--- config.mk ---
export PLATFORM = sky130hd
export DESIGN_NAME = intto_fp_array
export DESIGN_NICKNAME = d
export VERILOG_FILES = /design/src/rtl/intto_fp_pkg.sv /design/src/rtl/intto_fp_lane.sv /design/src/rtl/intto_fp_array.sv
export SDC_FILE = /design/constraint.sdc
export NUM_CORES = 2
export LEC_CHECK = 0
export CAP_MARGIN = 20
export CORE_ASPECT_RATIO = 1.2
export CORE_MARGIN = 2
export CORE_UTILIZATION = 45
export CTS_CLUSTER_SIZE = 25
export DETAILED_ROUTE_END_ITERATION = 8
export MAX_ROUTING_LAYER = met4
export PLACE_DENSITY_LB_ADDON = 0.25
export SYNTH_ARGS = -nofsm -noshare
export SYNTH_HDL_FRONTEND = slang
export SYNTH_SLANG_ARGS = --single-unit
--- constraint.sdc ---
create_clock -name clk -period 17.7 [get_ports clk]
set_input_delay 3.54 -clock clk [delete_from_list [all_inputs] [get_ports clk]]
set_output_delay 3.54 -clock clk [all_outputs]
set_load 0.03 [all_outputs]
--- src/rtl/intto_fp_pkg.sv ---
// Shared constants for the signed-integer to floating-point converter array:
// CRU micro-instruction bit positions, IEEE field geometry and FP16 overflow encodings.
package intto_fp_pkg;

    localparam int CRU_VLD      = 4;
    localparam int CRU_SRC_PREC = 3;
    localparam int CRU_DST_PREC = 2;
    localparam int CRU_SRC_POS  = 1;
    localparam int CRU_DST_POS  = 0;

    localparam int FP32_BIAS  = 127;
    localparam int FP32_EXP_W = 8;
    localparam int FP32_MAN_W = 23;
    localparam int FP16_BIAS  = 15;
    localparam int FP16_EXP_W = 5;
    localparam int FP16_MAN_W = 10;

    // Magnitude parts only; the sign bit is prepended by the lane.
    localparam logic [14:0] FP16_MAX_MAG = 15'h7BFF;
    localparam logic [14:0] FP16_INF_MAG = 15'h7C00;

    // Control that travels alongside the data to steer the output placement.
    typedef struct packed {
        logic src_prec;
        logic dst_prec;
        logic dst_pos;
    } place_t;

    // Leading-zero count of a 32-bit value; returns 32 for zero.
    function automatic logic [5:0] lzc32(input logic [31:0] v);
        logic [5:0] n;
        logic       found;
        n     = 6'd32;
        found = 1'b0;
        for (int i = 31; i >= 0; i--) begin
            if (!found && v[i]) begin
                n     = 6'(31 - i);
                found = 1'b1;
            end
        end
        return n;
    endfunction

endpackage

--- src/rtl/intto_fp_lane.sv ---
// One signed INT32 -> FP32/FP16 converter with RNE rounding: stage 1 takes sign, magnitude
// and leading-zero count, stage 2 normalizes, rounds and packs. Macro INTTOFP_SAT_EN clamps FP16 overflow.
module intto_fp_lane
    import intto_fp_pkg::*;
(
    input  logic        clk,
    input  logic        rst,
    input  logic [31:0] src,
    input  logic        dst_prec,
    output logic [31:0] res
);

`ifdef INTTOFP_SAT_EN
    localparam logic [14:0] OVF_MAG = FP16_MAX_MAG;
`else
    localparam logic [14:0] OVF_MAG = FP16_INF_MAG;
`endif

    logic        sign_d;
    logic [31:0] mag_d;
    logic [5:0]  lzc_d;

    logic        sign_q;
    logic [31:0] mag_q;
    logic [5:0]  lzc_q;
    logic        prec_q;

    always_comb begin
        sign_d = src[31];
        mag_d  = sign_d ? (~src + 32'd1) : src;
        lzc_d  = lzc32(mag_d);
    end

    always_ff @(posedge clk) begin
        if (rst) begin
            sign_q <= 1'b0;
            mag_q  <= '0;
            lzc_q  <= '0;
            prec_q <= 1'b0;
        end else begin
            sign_q <= sign_d;
            mag_q  <= mag_d;
            lzc_q  <= lzc_d;
            prec_q <= dst_prec;
        end
    end

    // norm drops the leading one, which is the hidden bit in both formats.
    logic [30:0]           norm;
    logic                  up32;
    logic                  up16;
    logic [FP32_MAN_W:0]   r32;
    logic [FP16_MAN_W:0]   r16;
    logic [7:0]            exp32;
    logic [5:0]            exp16;
    logic                  ovf16;
    logic [14:0]           mag16;
    logic [31:0]           fp32;
    logic [15:0]           fp16;
    logic [31:0]           res_d;

    always_comb begin
        norm  = 31'(mag_q << lzc_q);
        up32  = norm[30-FP32_MAN_W] & ((|norm[29-FP32_MAN_W:0]) | norm[31-FP32_MAN_W]);
        up16  = norm[30-FP16_MAN_W] & ((|norm[29-FP16_MAN_W:0]) | norm[31-FP16_MAN_W]);
        r32   = {1'b0, norm[30 -: FP32_MAN_W]} + {{FP32_MAN_W{1'b0}}, up32};
        r16   = {1'b0, norm[30 -: FP16_MAN_W]} + {{FP16_MAN_W{1'b0}}, up16};
        // A rounding carry leaves the mantissa at zero and bumps the exponent.
        exp32 = 8'(FP32_BIAS + 31) - {2'b00, lzc_q} + {7'd0, r32[FP32_MAN_W]};
        exp16 = 6'(FP16_BIAS + 31) - lzc_q + {5'd0, r16[FP16_MAN_W]};
        ovf16 = exp16 >= 6'((1 << FP16_EXP_W) - 1);
        mag16 = ovf16 ? OVF_MAG : {exp16[FP16_EXP_W-1:0], r16[FP16_MAN_W-1:0]};
        fp32  = {sign_q, exp32[FP32_EXP_W-1:0], r32[FP32_MAN_W-1:0]};
        fp16  = {sign_q, mag16};
        res_d = '0;
        if (mag_q != '0) begin
            res_d = prec_q ? fp32 : {16'h0000, fp16};
        end
    end

    always_ff @(posedge clk) begin
        if (rst) begin
            res <= '0;
        end else begin
            res <= res_d;
        end
    end

endmodule

--- src/rtl/intto_fp_array.sv ---
// Four-word signed-integer to floating-point converter array with registered output.
// Two converter lanes per word; build with INTTOFP_SAT_EN to saturate FP16 overflow.
module intto_fp_array
    import intto_fp_pkg::*;
#(
    parameter int LANES       = 4,
    parameter int PIPE_STAGES = 2
) (
    input  logic                  clk,
    input  logic                  rst,
    input  logic [LANES*32-1:0]   dvr_inttofp_s_in,
    input  logic [4:0]            cru_inttofp_in,
    output logic [LANES*32-1:0]   dr_inttofp_d_out,
    output logic                  dr_inttofp_vld_out
);

    generate
        if (PIPE_STAGES != 2) begin : g_bad_pipe_stages
            $error("intto_fp_array: only PIPE_STAGES == 2 is supported");
        end
    endgenerate

    logic   inst_vld;
    logic   src_pos;
    place_t place_d;
    place_t place1;
    place_t place2;
    logic   vld1;
    logic   vld2;

    always_comb begin
        inst_vld         = cru_inttofp_in[CRU_VLD];
        src_pos          = cru_inttofp_in[CRU_SRC_POS];
        place_d.src_prec = cru_inttofp_in[CRU_SRC_PREC];
        place_d.dst_prec = cru_inttofp_in[CRU_DST_PREC];
        place_d.dst_pos  = cru_inttofp_in[CRU_DST_POS];
    end

    // Valid and placement control ride alongside the lane stage registers.
    always_ff @(posedge clk) begin
        if (rst) begin
            vld1   <= 1'b0;
            vld2   <= 1'b0;
            place1 <= '0;
            place2 <= '0;
        end else begin
            vld1   <= inst_vld;
            vld2   <= vld1;
            place1 <= place_d;
            place2 <= place1;
        end
    end

    logic [LANES*32-1:0] placed;

    for (genvar w = 0; w < LANES; w++) begin : g_word
        logic [31:0] word;
        logic [15:0] half;
        logic [31:0] lo_src;
        logic [31:0] hi_src;
        logic [31:0] lo_res;
        logic [31:0] hi_res;
        logic [15:0] unused_hi;

        // Paired mode (both precisions narrow) always maps low half to the low lane.
        assign word   = dvr_inttofp_s_in[(LANES-1-w)*32 +: 32];
        assign half   = (src_pos && place_d.dst_prec) ? word[31:16] : word[15:0];
        assign lo_src = place_d.src_prec ? word : {{16{half[15]}}, half};
        assign hi_src = {{16{word[31]}}, word[31:16]};

        intto_fp_lane u_lo (
            .clk      (clk),
            .rst      (rst),
            .src      (lo_src),
            .dst_prec (place_d.dst_prec),
            .res      (lo_res)
        );

        intto_fp_lane u_hi (
            .clk      (clk),
            .rst      (rst),
            .src      (hi_src),
            .dst_prec (1'b0),
            .res      (hi_res)
        );

        assign unused_hi = hi_res[31:16];

        assign placed[(LANES-1-w)*32 +: 32] =
            place2.dst_prec  ? lo_res :
            !place2.src_prec ? {hi_res[15:0], lo_res[15:0]} :
            place2.dst_pos   ? {lo_res[15:0], 16'h0000} :
                               {16'h0000, lo_res[15:0]};
    end

    always_ff @(posedge clk) begin
        if (rst) begin
            dr_inttofp_d_out   <= '0;
            dr_inttofp_vld_out <= 1'b0;
        end else begin
            dr_inttofp_vld_out <= vld2;
            if (vld2) begin
                dr_inttofp_d_out <= placed;
            end
        end
    end

endmodule

==> results.md <==
* Outcome: complete, no violations
* Post-route ant nets at 0
* Root Buffer: clkbuf_16
* Clock Skews at between 0.03 and 0.04 ns
* Final nets at a little under 6000
* Max incr delay on CP at slightly above 0.9 ns
* Setup TNS at 0 ns
* Switch share at between 30 and 40%
* Yosys warns at 0
* H-tree levels at 3
* P&R area growth vs syn at 12.48%
* Fin worst setup slack at slightly below 9 ns
* Sequential area share after synthesis at a little over a quarter
* Initial antenna violation count at 13
* Gpl congestion at just over 1
* RSZ-0062 raised after global routing: no
* Leakage at between 15 and 20 nW
* Ys flop type: dfxtp_1
* Busiest grt layer: met2
* Peak Freq at about 0.11 GHz
* CTS Buf Count at 67
* Synth Register Bits at 641
* Die area at 0.1071 mm^2
* Worst VDD drop at 0.08822 mV
* Clock transition at path regs at 0.06 ns
* Skew-Pair Late Insertion Delay at slightly below 0.7 ns
* Post-synth ARST share at 0%
* CP required at ~18 ns
* DP Cell Count at around 7000
* TritonRoute pass-1 iters at 6
* Number of max-cap violations at 0
* Post-CTS Setup Inserts at 0
* CTS tree: yes
* Min Clock Period, post-route at 8.974 ns
* Initial drt markers at 3943
* Number of synthesized flops with an enable pin at 0
* Combinational power share at around 29%
* Hold Buf Count CTS at 0
* Worst Setup SP: cru_inttofp_in[2]
* HP Class: reg2reg
* Vias per cell at a little over 6
* GRT overflow at 0
* Chip height at ~360 um
* Post-CTS resize count at 0
* Tot GR Track Use at between 20% and 30%
* Io pins at approximately 260
* Routed wire length at 152600 um
* GR Layer Usage met1 at between 30 and 40%
* Reg power frac at a little under two fifths
* Fillers at between 9000 and 10000
* Clock network power share at 33.9%
* CP dominant cell by count: buf_4
* Cell Area, Synth at about 0.047 mm^2
* DR vias at 43470
* GRT met2 Usage at between 40% and 50%
* CTS sink count at between 600 and 700
* Hold Fails Final Rpt at 0
* Global-route wire length before repair at 239300 um
* Synthesized area per cell at around 8.4 um^2
* Die Wd at around 300 um
* Netlist cell types at about 120
* Rows at between 100 and 150
* Met3 usage at under 10%
* Final period utilization at slightly above 50%
* Internal power at approximately 2.9 mW
* Largest net degree at the start of global routing at 167
* Switching power total at roughly 1.4 mW
* Final Setup Violations at 0
* DP Wirelength at 114600 um
* Worst Setup Start Kind: primary input
* Vias in the first global route at ~42000
* Total power at roughly 4.3 mW
* I/O Buffers at around 260
* Setup crit end kind: flop
* Worst path cell trace: clkdlybuf4s50_1 -> nand3b_1 -> buf_4 -> buf_4 -> buf_4 -> mux2_2 -> inv_1 -> ha_1 -> inv_1 -> a211oi_1 -> nor3b_2 -> nor4b_4 -> a211oi_1 -> nor4b_4 -> nand2_2 -> a211o_1 -> a21oi_2
* Slew HR at 27.61%
* Pre-CTS setup slack at roughly 8 ns
* Wirelength per Cell at 21.47 um
* Worst EP arrival at between 9 and 10 ns
* Crit-path slowest cell: clkdlybuf4s50_1
* DRC violations left at 0
* Critical hold path startpoint: g_word[1].u_hi.sign_q
* Worst-Margin Slew at around 1.1 ns
* Crit path kind: in2reg
* Origin of the critical flop-to-flop path: g_word[2].u_lo.lzc_q[3]
* Slew Limit Fails at 0
* Max FO, Critical Path at a little over 50
* Fraction of layout cells with a size suffix above 1 at between 10% and 20%
* Final instance count without filler cells at 7106
* Synth Instances at approximately 5600
* Area of the core at between 0.1 and 0.15 mm^2
* Initial cell density of the core at between 40% and 50%
* Finished Core Util at just over 50%
* Pwr dens at roughly 80 mW/mm^2
* Max clock buf depth at 3
-- sequential cells by signal, indices dropped and copies added, names as in the netlist, 24 cells and up --
name	count
g_word.u_hi.mag_q	128
g_word.u_hi.res	64
g_word.u_hi.lzc_q	24
dr_inttofp_d_out	128
g_word.u_lo.res	128
g_word.u_lo.mag_q	128
g_word.u_lo.lzc_q	24
-- logic make-up after synthesis --
family | count (synthesis) | synth area share [%]
XOR/XNOR | 325 | 6.056
adder cells (fa/ha/maj) | 49 | 1.299
multiplexers | 629 | 20.88
AO/OA/AOI/OAI | 1119 | 15.41
buffers and inverters | 515 | 4.491
flip-flops | 641 | 27.30
AND/OR/NAND/NOR | 2331 | 24.56
other | 1 | 0.007978
-- critical path, delay by kind of cell --
family / cells / cell delay, ns
compound gates: 4 / 0.92
fa+ha+maj: 1 / 0.30
buf+inv: 6 / 2.76
mux: 1 / 0.42
simple gates: 5 / 1.55
-- cells in the mapped netlist (53+ instances only) --
| cell type | count | area [um^2] |
|---|---|---|
| nor2_1 | 776 | 2913 |
| dfxtp_1 | 641 | 12830 |
| nand2_1 | 495 | 1858 |
| a21oi_1 | 341 | 1707 |
| mux2i_1 | 284 | 2843 |
| mux4_2 | 273 | 6148 |
| clkbuf_1 | 269 | 1010 |
| o21ai_0 | 243 | 1216 |
| nor2b_1 | 217 | 1358 |
| xnor2_1 | 166 | 1454 |
| xor2_1 | 159 | 1393 |
| nand3_1 | 145 | 725.7 |
| nor3_1 | 128 | 640.6 |
| nor4_1 | 119 | 744.5 |
| inv_1 | 94 | 352.8 |
| mux2_2 | 71 | 799.5 |
| a31oi_1 | 67 | 419.2 |
| buf_1 | 59 | 221.5 |
| buf_2 | 58 | 290.3 |
| nand4_1 | 55 | 344.1 |
| and2_1 | 54 | 337.8 |
| nand2b_1 | 53 | 331.6 |
-- placed cells by master (no fill, tap or decap), types with 51 or more instances in the layout --
cell type	count
inv_1	94
o22ai_1	51
nand2b_1	53
nor4_1	119
conb_1	64
xnor2_1	166
xor2_1	159
a31oi_1	67
nand3_1	145
a21oi_1	341
nor3_1	128
mux4_2	273
mux2_2	71
dfxtp_1	628
nand2_1	495
and2_1	53
buf_4	66
nor2b_1	217
mux2i_1	282
o21ai_0	243
nor2_1	776
clkdlybuf4s50_1	261
nand4_1	55
clkbuf_16	67
-- per-stage QoR --
step | instance area, um^2 | hold slack, ns
floorplan | 47240 | 0.3936
global placement | 50430 | 0.3980
detailed placement | 50430 | 0.4059
CTS | 52740 | 0.4121
global route | 52870 | 0.4343
finish | 52870 | 0.4094
-- worst paths after layout --
check,end,slack (ns),depth (start not counted)
worst min register to register,g_word[1].u_hi.res[15],0.41,2
worst min-delay path,g_word[1].u_hi.res[15],0.41,2
worst max register to register,g_word[2].u_lo.res[27],12.21,18
worst max-delay path,g_word[1].u_lo.lzc_q[2],8.73,17
-- layer usage --
layer  routed length (um)  part of all wire, %
met1                65740                   43
met3                11100                  7.3
met5                    0                    0
met4                 5970                  3.9
met2                69770                   46
-- cell type report --
type                    count  area [um^2]  area share [%]
diodes                     12        30.03         0.05680
clock buffers              91         1887           3.569
clock inverters            30        426.7          0.8070
inverters                 107        401.6          0.7597
multi-input cells        4517        32320           61.13
flip-flops and latches    641        12850           24.31
well taps                1375         1720           3.254
repair buffers            333         3231           6.111
-- power groups by stage --
stage          logic, mW  registers (mW)  clock network [mW]
2_1_floorplan      0.931            1.61                   0
5_1_grt             1.35            1.63                1.57
3_5_place_dp        1.21            1.66                   0
4_1_cts             1.21            1.63                1.51
3_3_place_gp        1.21            1.66                   0
6_report            1.25            1.62                1.47
Power figures use the tool's default switching activity.
